<file path="config.mk">
export PLATFORM = sky130hd
export DESIGN_NAME = cordic_feeder
export DESIGN_NICKNAME = d
export VERILOG_FILES = /design/src/rtl/cordic_pkg.sv /design/src/rtl/sync_fifo.sv /design/src/rtl/cordic_feeder.sv
export SDC_FILE = /design/constraint.sdc
export NUM_CORES = 2
export LEC_CHECK = 0
export ABC_AREA = 1
export BUFFER_PORTS_ARGS = -buffer_cell sky130_fd_sc_hd__buf_2
export CORE_ASPECT_RATIO = 1.4
export CORE_MARGIN = 4
export CORE_UTILIZATION = 40
export CTS_CLUSTER_DIAMETER = 200
export DETAILED_ROUTE_END_ITERATION = 6
export PLACE_DENSITY = 0.55
export SLEW_MARGIN = 20
export SYNTH_ARGS = -nofsm -noshare
export SYNTH_HDL_FRONTEND = slang
export SYNTH_HIERARCHICAL = 1
export SYNTH_SLANG_ARGS = --single-unit
</file>
<file path="constraint.sdc">
create_clock -name clk -period 5.05 [get_ports clk]
set_input_delay 0.505 -clock clk [delete_from_list [all_inputs] [get_ports clk]]
set_output_delay 0.505 -clock clk [all_outputs]
set_load 0.03 [all_outputs]
</file>
<file path="src/rtl/cordic_pkg.sv">
// Shared constants, word widths, tag/result records and the CORDIC arctangent table
// used by the feeder and the pipelined rotator core.
package cordic_pkg;

  localparam int ANGLE_W  = 32;
  localparam int RES_W    = 32;
  localparam int CORE_LAT = 17;
  localparam int STAGES   = 16;
  localparam int GUARD    = 4;
  localparam int CORE_W   = ANGLE_W + GUARD + 2;

  localparam logic signed [ANGLE_W-1:0] K_Q16       = 32'sd39797;
  localparam logic signed [ANGLE_W-1:0] PI_Q16      = 32'sd205887;
  localparam logic signed [ANGLE_W-1:0] HALF_PI_Q16 = 32'sd102944;

  typedef struct packed {
    logic valid;
    logic neg;
    logic err;
  } tag_t;

  typedef struct packed {
    logic [RES_W-1:0] cos_v;
    logic [RES_W-1:0] sin_v;
    logic             err;
  } result_t;

  localparam int RESULT_W = $bits(result_t);

  // atan(2^-i) in radians, scaled by 2^(16+GUARD) to match the core's internal z
  function automatic logic signed [CORE_W-1:0] atan_q20(input int i);
    logic [19:0] v;
    v = '0;
    case (i)
      0:  v = 20'd823550;
      1:  v = 20'd486170;
      2:  v = 20'd256879;
      3:  v = 20'd130396;
      4:  v = 20'd65451;
      5:  v = 20'd32757;
      6:  v = 20'd16383;
      7:  v = 20'd8192;
      8:  v = 20'd4096;
      9:  v = 20'd2048;
      10: v = 20'd1024;
      11: v = 20'd512;
      12: v = 20'd256;
      13: v = 20'd128;
      14: v = 20'd64;
      15: v = 20'd32;
      default: v = '0;
    endcase
    return CORE_W'(v);
  endfunction

endpackage

</file>
<file path="src/rtl/sync_fifo.sv">
// Single-clock FIFO with a combinational head read; storage has no reset, only the
// pointers and occupancy do.
module sync_fifo #(
  parameter int WIDTH = 65,
  parameter int DEPTH = 32,
  localparam int AW = (DEPTH > 1) ? $clog2(DEPTH) : 1,
  localparam int CW = $clog2(DEPTH + 1)
) (
  input  logic             clk,
  input  logic             rst_n,
  input  logic             push,
  input  logic [WIDTH-1:0] push_data,
  input  logic             pop,
  output logic [WIDTH-1:0] pop_data,
  output logic             full,
  output logic             empty,
  output logic [CW-1:0]    count
);

  logic [WIDTH-1:0] mem [DEPTH];
  logic [AW-1:0]    wr_ptr;
  logic [AW-1:0]    rd_ptr;

  function automatic logic [AW-1:0] bump(input logic [AW-1:0] p);
    return (p == AW'(DEPTH - 1)) ? '0 : p + 1'b1;
  endfunction

  assign pop_data = mem[rd_ptr];
  assign full     = (count == CW'(DEPTH));
  assign empty    = (count == '0);

  always_ff @(posedge clk) begin
    if (push) mem[wr_ptr] <= push_data;
  end

  always_ff @(posedge clk or negedge rst_n) begin
    if (!rst_n) begin
      wr_ptr <= '0;
      rd_ptr <= '0;
      count  <= '0;
    end else begin
      if (push) wr_ptr <= bump(wr_ptr);
      if (pop)  rd_ptr <= bump(rd_ptr);
      case ({push, pop})
        2'b10:   count <= count + 1'b1;
        2'b01:   count <= count - 1'b1;
        default: count <= count;
      endcase
    end
  end

endmodule

</file>
<file path="src/rtl/cordic_feeder.sv">
// Front/back-end for the pipelined CORDIC: clamps and folds angles, tracks validity and
// quadrant sign alongside the core, and buffers results under a credit scheme.
module cordic_feeder
  import cordic_pkg::*;
#(
  parameter int FIFO_DEPTH = 32
) (
  input  logic                      clk,
  input  logic                      rst_n,
  input  logic                      in_valid,
  output logic                      in_ready,
  input  logic signed [ANGLE_W-1:0] in_angle,
  output logic signed [ANGLE_W-1:0] core_x0,
  output logic signed [ANGLE_W-1:0] core_y0,
  output logic signed [ANGLE_W-1:0] core_z0,
  input  logic signed [RES_W-1:0]   core_X,
  input  logic signed [RES_W-1:0]   core_Y,
  output logic                      out_valid,
  input  logic                      out_ready,
  output logic signed [RES_W-1:0]   out_cos,
  output logic signed [RES_W-1:0]   out_sin,
  output logic                      out_err
);

  // Both sides use valid/ready: a transfer happens on a rising edge where valid and
  // ready are both high; valid never waits on ready, and an offered result holds until taken.

  localparam int CW = $clog2(FIFO_DEPTH + 1);
  localparam int UW = CW + 1;

  logic                      accept;
  logic                      push;
  logic                      pop;
  logic signed [ANGLE_W-1:0] a_clamp;
  logic signed [ANGLE_W-1:0] z_fold;
  logic                      neg_c;
  logic                      err_c;
  tag_t [CORE_LAT:0]         tags;
  tag_t                      tail;
  logic [CW-1:0]             inflight;
  logic [CW-1:0]             fifo_count;
  logic [UW-1:0]             used;
  logic                      ready_en;
  logic                      fifo_full;
  logic                      fifo_empty;
  result_t                   push_data;
  result_t                   head;
  result_t                   last;
  result_t                   shown;

  assign accept = in_valid & in_ready;
  assign tail   = tags[CORE_LAT];
  assign push   = tail.valid;
  assign pop    = out_valid & out_ready;
  assign used   = {1'b0, inflight} + {1'b0, fifo_count};

  // Every accepted angle reserves a buffer slot, so the core's output is never refused
  assign in_ready = ready_en && (used < UW'(FIFO_DEPTH));

  always_comb begin
    a_clamp = in_angle;
    err_c   = 1'b0;
    if (in_angle > PI_Q16) begin
      a_clamp = PI_Q16;
      err_c   = 1'b1;
    end else if (in_angle < -PI_Q16) begin
      a_clamp = -PI_Q16;
      err_c   = 1'b1;
    end
    z_fold = a_clamp;
    neg_c  = 1'b0;
    if (a_clamp > HALF_PI_Q16) begin
      z_fold = a_clamp - PI_Q16;
      neg_c  = 1'b1;
    end else if (a_clamp < -HALF_PI_Q16) begin
      z_fold = a_clamp + PI_Q16;
      neg_c  = 1'b1;
    end
  end

  always_comb begin
    push_data.cos_v = tail.neg ? -core_X : core_X;
    push_data.sin_v = tail.neg ? -core_Y : core_Y;
    push_data.err   = tail.err;
  end

  always_ff @(posedge clk or negedge rst_n) begin
    if (!rst_n) begin
      core_x0  <= K_Q16;
      core_y0  <= '0;
      core_z0  <= '0;
      tags     <= '0;
      inflight <= '0;
      ready_en <= 1'b0;
      last     <= '0;
    end else begin
      ready_en <= 1'b1;
      tags     <= {tags[CORE_LAT-1:0], accept, neg_c, err_c};
      if (accept) begin
        core_x0 <= K_Q16;
        core_y0 <= '0;
        core_z0 <= z_fold;
      end
      case ({accept, push})
        2'b10:   inflight <= inflight + 1'b1;
        2'b01:   inflight <= inflight - 1'b1;
        default: inflight <= inflight;
      endcase
      if (pop) last <= head;
    end
  end

  sync_fifo #(
    .WIDTH (RESULT_W),
    .DEPTH (FIFO_DEPTH)
  ) u_fifo (
    .clk       (clk),
    .rst_n     (rst_n),
    .push      (push),
    .push_data (push_data),
    .pop       (pop),
    .pop_data  (head),
    .full      (fifo_full),
    .empty     (fifo_empty),
    .count     (fifo_count)
  );

  // With an empty buffer the outputs keep showing the most recently taken result
  assign shown     = fifo_empty ? last : head;
  assign out_valid = !fifo_empty;
  assign out_cos   = shown.cos_v;
  assign out_sin   = shown.sin_v;
  assign out_err   = shown.err;

  a_no_overflow: assert property (@(posedge clk) disable iff (!rst_n) !(push && fifo_full));

endmodule

</file>
==> flow_summary.yaml <==
setup_path:
  crit_start: "u_fifo/rd_ptr[0]"
  path_max_fanout: 118
  crit_required_ns: 4.55
  cp_cell_sequence: "buf_12 > buf_4 > nor2_1 > nor2_1 > nand2_1 > nand3_1 > nand2_1 > nor2_1 > nor2_1 > nor2_1 > inv_1 > o21ai_0 > buf_2"
  path_buf_inv: 4
  critical_path.slowest_cell: "dfrtp_4"
  r2r-start: "inflight[1]"
  crit_path_frequent_cell: "nor2_1"
  worstSetupEndpointType: "output pin"
  critPathArrivalTime_ns: 4.23
  cp_slowest_stage_delay_ns: 0.91
  crit_cells: 13
  r2r-end: "inflight[5]"
  worstSetupEndpoint: "out_sin[18]"
  worstRegToRegCells: 19
  worstSetupPathType: "reg2out"
  rrSetupSlack_ns: 1.21
  cp_top_family: "buffers and inverters"
  crit_path_start_kind: "flip-flop"
sta:
  relSlewSlack: 0.211
  hold_slack_ns: 0.156
  rsz0062_at_grt: "false"
  drv_slew: 0
  tns_ns: 0
  period_needed_ns: 4.74
  timing.final.hold_violations: 0
  fin_skew_ns: 0.0841
  setup-violations-final: 0
  worst_slew_pin_slew_ns: 1.18
  max_freq_ghz: 0.211
  period_share: 0.938
clock_tree:
  cts_max_path_buffers: 4
  clock_sinks: 2254
  htree_levels: 4
  cts_buffers: 221
  path_clk_slew_ns: 0.07
  clockRootBuffer: "clkbuf_16"
  cts_tree: "yes"
  insertion_delay_ns: 0.89
cells_and_area:
  fillCellCount: 22248
  mostFrequentLayoutCells: "2082 x nor2_1, 2080 x edfxtp_1, 2054 x nand2_1, 556 x nand3_1, 511 x o21ai_0"
  final_nets: 9505
  areaGrowthSynthToFinish_pct: 13.2
  layout_commonest_cell: "nor2_1"
  fin_util: 0.456
  final_layout_size_suffix_gt1_frac: 0.0921
yosys:
  avgSynthCellArea_um2: 10.5
  synth_area_um2: 97100
  postSynthCellCount: 9219
  yosysWarnings: 6
global_route:
  grt.overflow.total: 0
  grt_pass1_wl_um: 436000
  grt_max_degree: 156
  grtUsageTotal: 0.234
  antenna_found_initial: 24
  first_global_vias: 64040
drt:
  vias: 66962
  avgRoutedWirePerCell_um: 23.4
  drt_first_pass_iters: 6
  wirelength_um: 300000
  drt_iter0_drc: 6086
  drcViolationCount: 0
  vias_per_cell: 5.24
  final_antenna_net_count: 0
floorplanning:
  coreArea_um2: 241000
  num_rows: 213
  die_x_um: 424
  start_util: 0.403
  ioPinCount: 263
  dieHeight_um: 591
  dieArea_um2: 251000
min_path:
  hold_path_class: "in2async"
power_and_ir_drop:
  vdd_drop_max_uv: 621
  p_per_area_nw_per_um2: 545
  leakage_uw: 0.0411
placed_design:
  io_buffers: 198
  dpl.hpwl_um: 162000
  gp_routability_congestion: 0.874
run:
  drv_cap: 0
run_status:
  status: "complete, no violations"
[per-stage QoR]
step / total power [µW] / cell area (µm²) / cells / worst slack, ns
final: 59900 / 110000 / 12788 / 0.315
after global routing: 63400 / 110000 / 12782 / 0.0637
after CTS: 60400 / 110000 / 12778 / 0.0823
after detailed placement: 44000 / 103000 / 12379 / 0.234
after global placement: 43800 / 103000 / 12379 / 0.192
after floorplan: 36900 / 97300 / 9282 / 0.968
[power by group]
part / internal, µW / switching (µW) / leakage [µW]
combinational: 6120 / 15400 / 0.0169
sequential: 21400 / 591 / 0.0208
clock: 9360 / 7010 / 0.00344
total: 36900 / 23000 / 0.0411
[flip-flops by register name, indices dropped and copies added (netlist names)]
register and flops:
push 1, push_data 1, u_fifo/wr_ptr 5, ready_en 1
u_fifo/count 6, tags 52, last 65, u_fifo/rd_ptr 5
u_fifo/mem 2080, core_z0 32, inflight 6
[worst min-delay path by stage]
stage	slack (ns)	to	start
after floorplan	0.21	core_z0[0]	rst_n
after global placement	0.33	tags[25]	tags[22]
after detailed placement	0.33	push	tags[50]
after CTS	0.12	inflight[3]	rst_n
after global routing	0.18	inflight[3]	rst_n
final	0.16	inflight[3]	rst_n
[layer usage]
| layer | global-route usage | wire length, µm |
|---|---|---|
| met5 | 0 | 140 |
| met4 | 0.0647 | 8590 |
| met3 | 0.0333 | 17700 |
| met2 | 0.415 | 151000 |
| met1 | 0.298 | 122000 |
[final cells by class]
cell class	count	area (µm²)	share of cell area
Clock buffer	302	6010	0.0547
Tap cell	3225	4040	0.0367
Timing Repair Buffer	430	3500	0.0318
Antenna cell	9	22.5	0.000205
Sequential cell	2254	66800	0.608
Clock inverter	96	1020	0.00925
Inverter	404	1550	0.0141
Multi-Input combinational cell	6068	26900	0.245
[timing repair]
action | CTS | global route
hold endpoints to repair | 50 | 0
buffers inserted | 0 | 1
hold buffers | 1 | 0
resized for setup | 0 | 0
setup endpoints to repair | 0 | 6
Note: power is estimated with default switching activity, not from simulation.
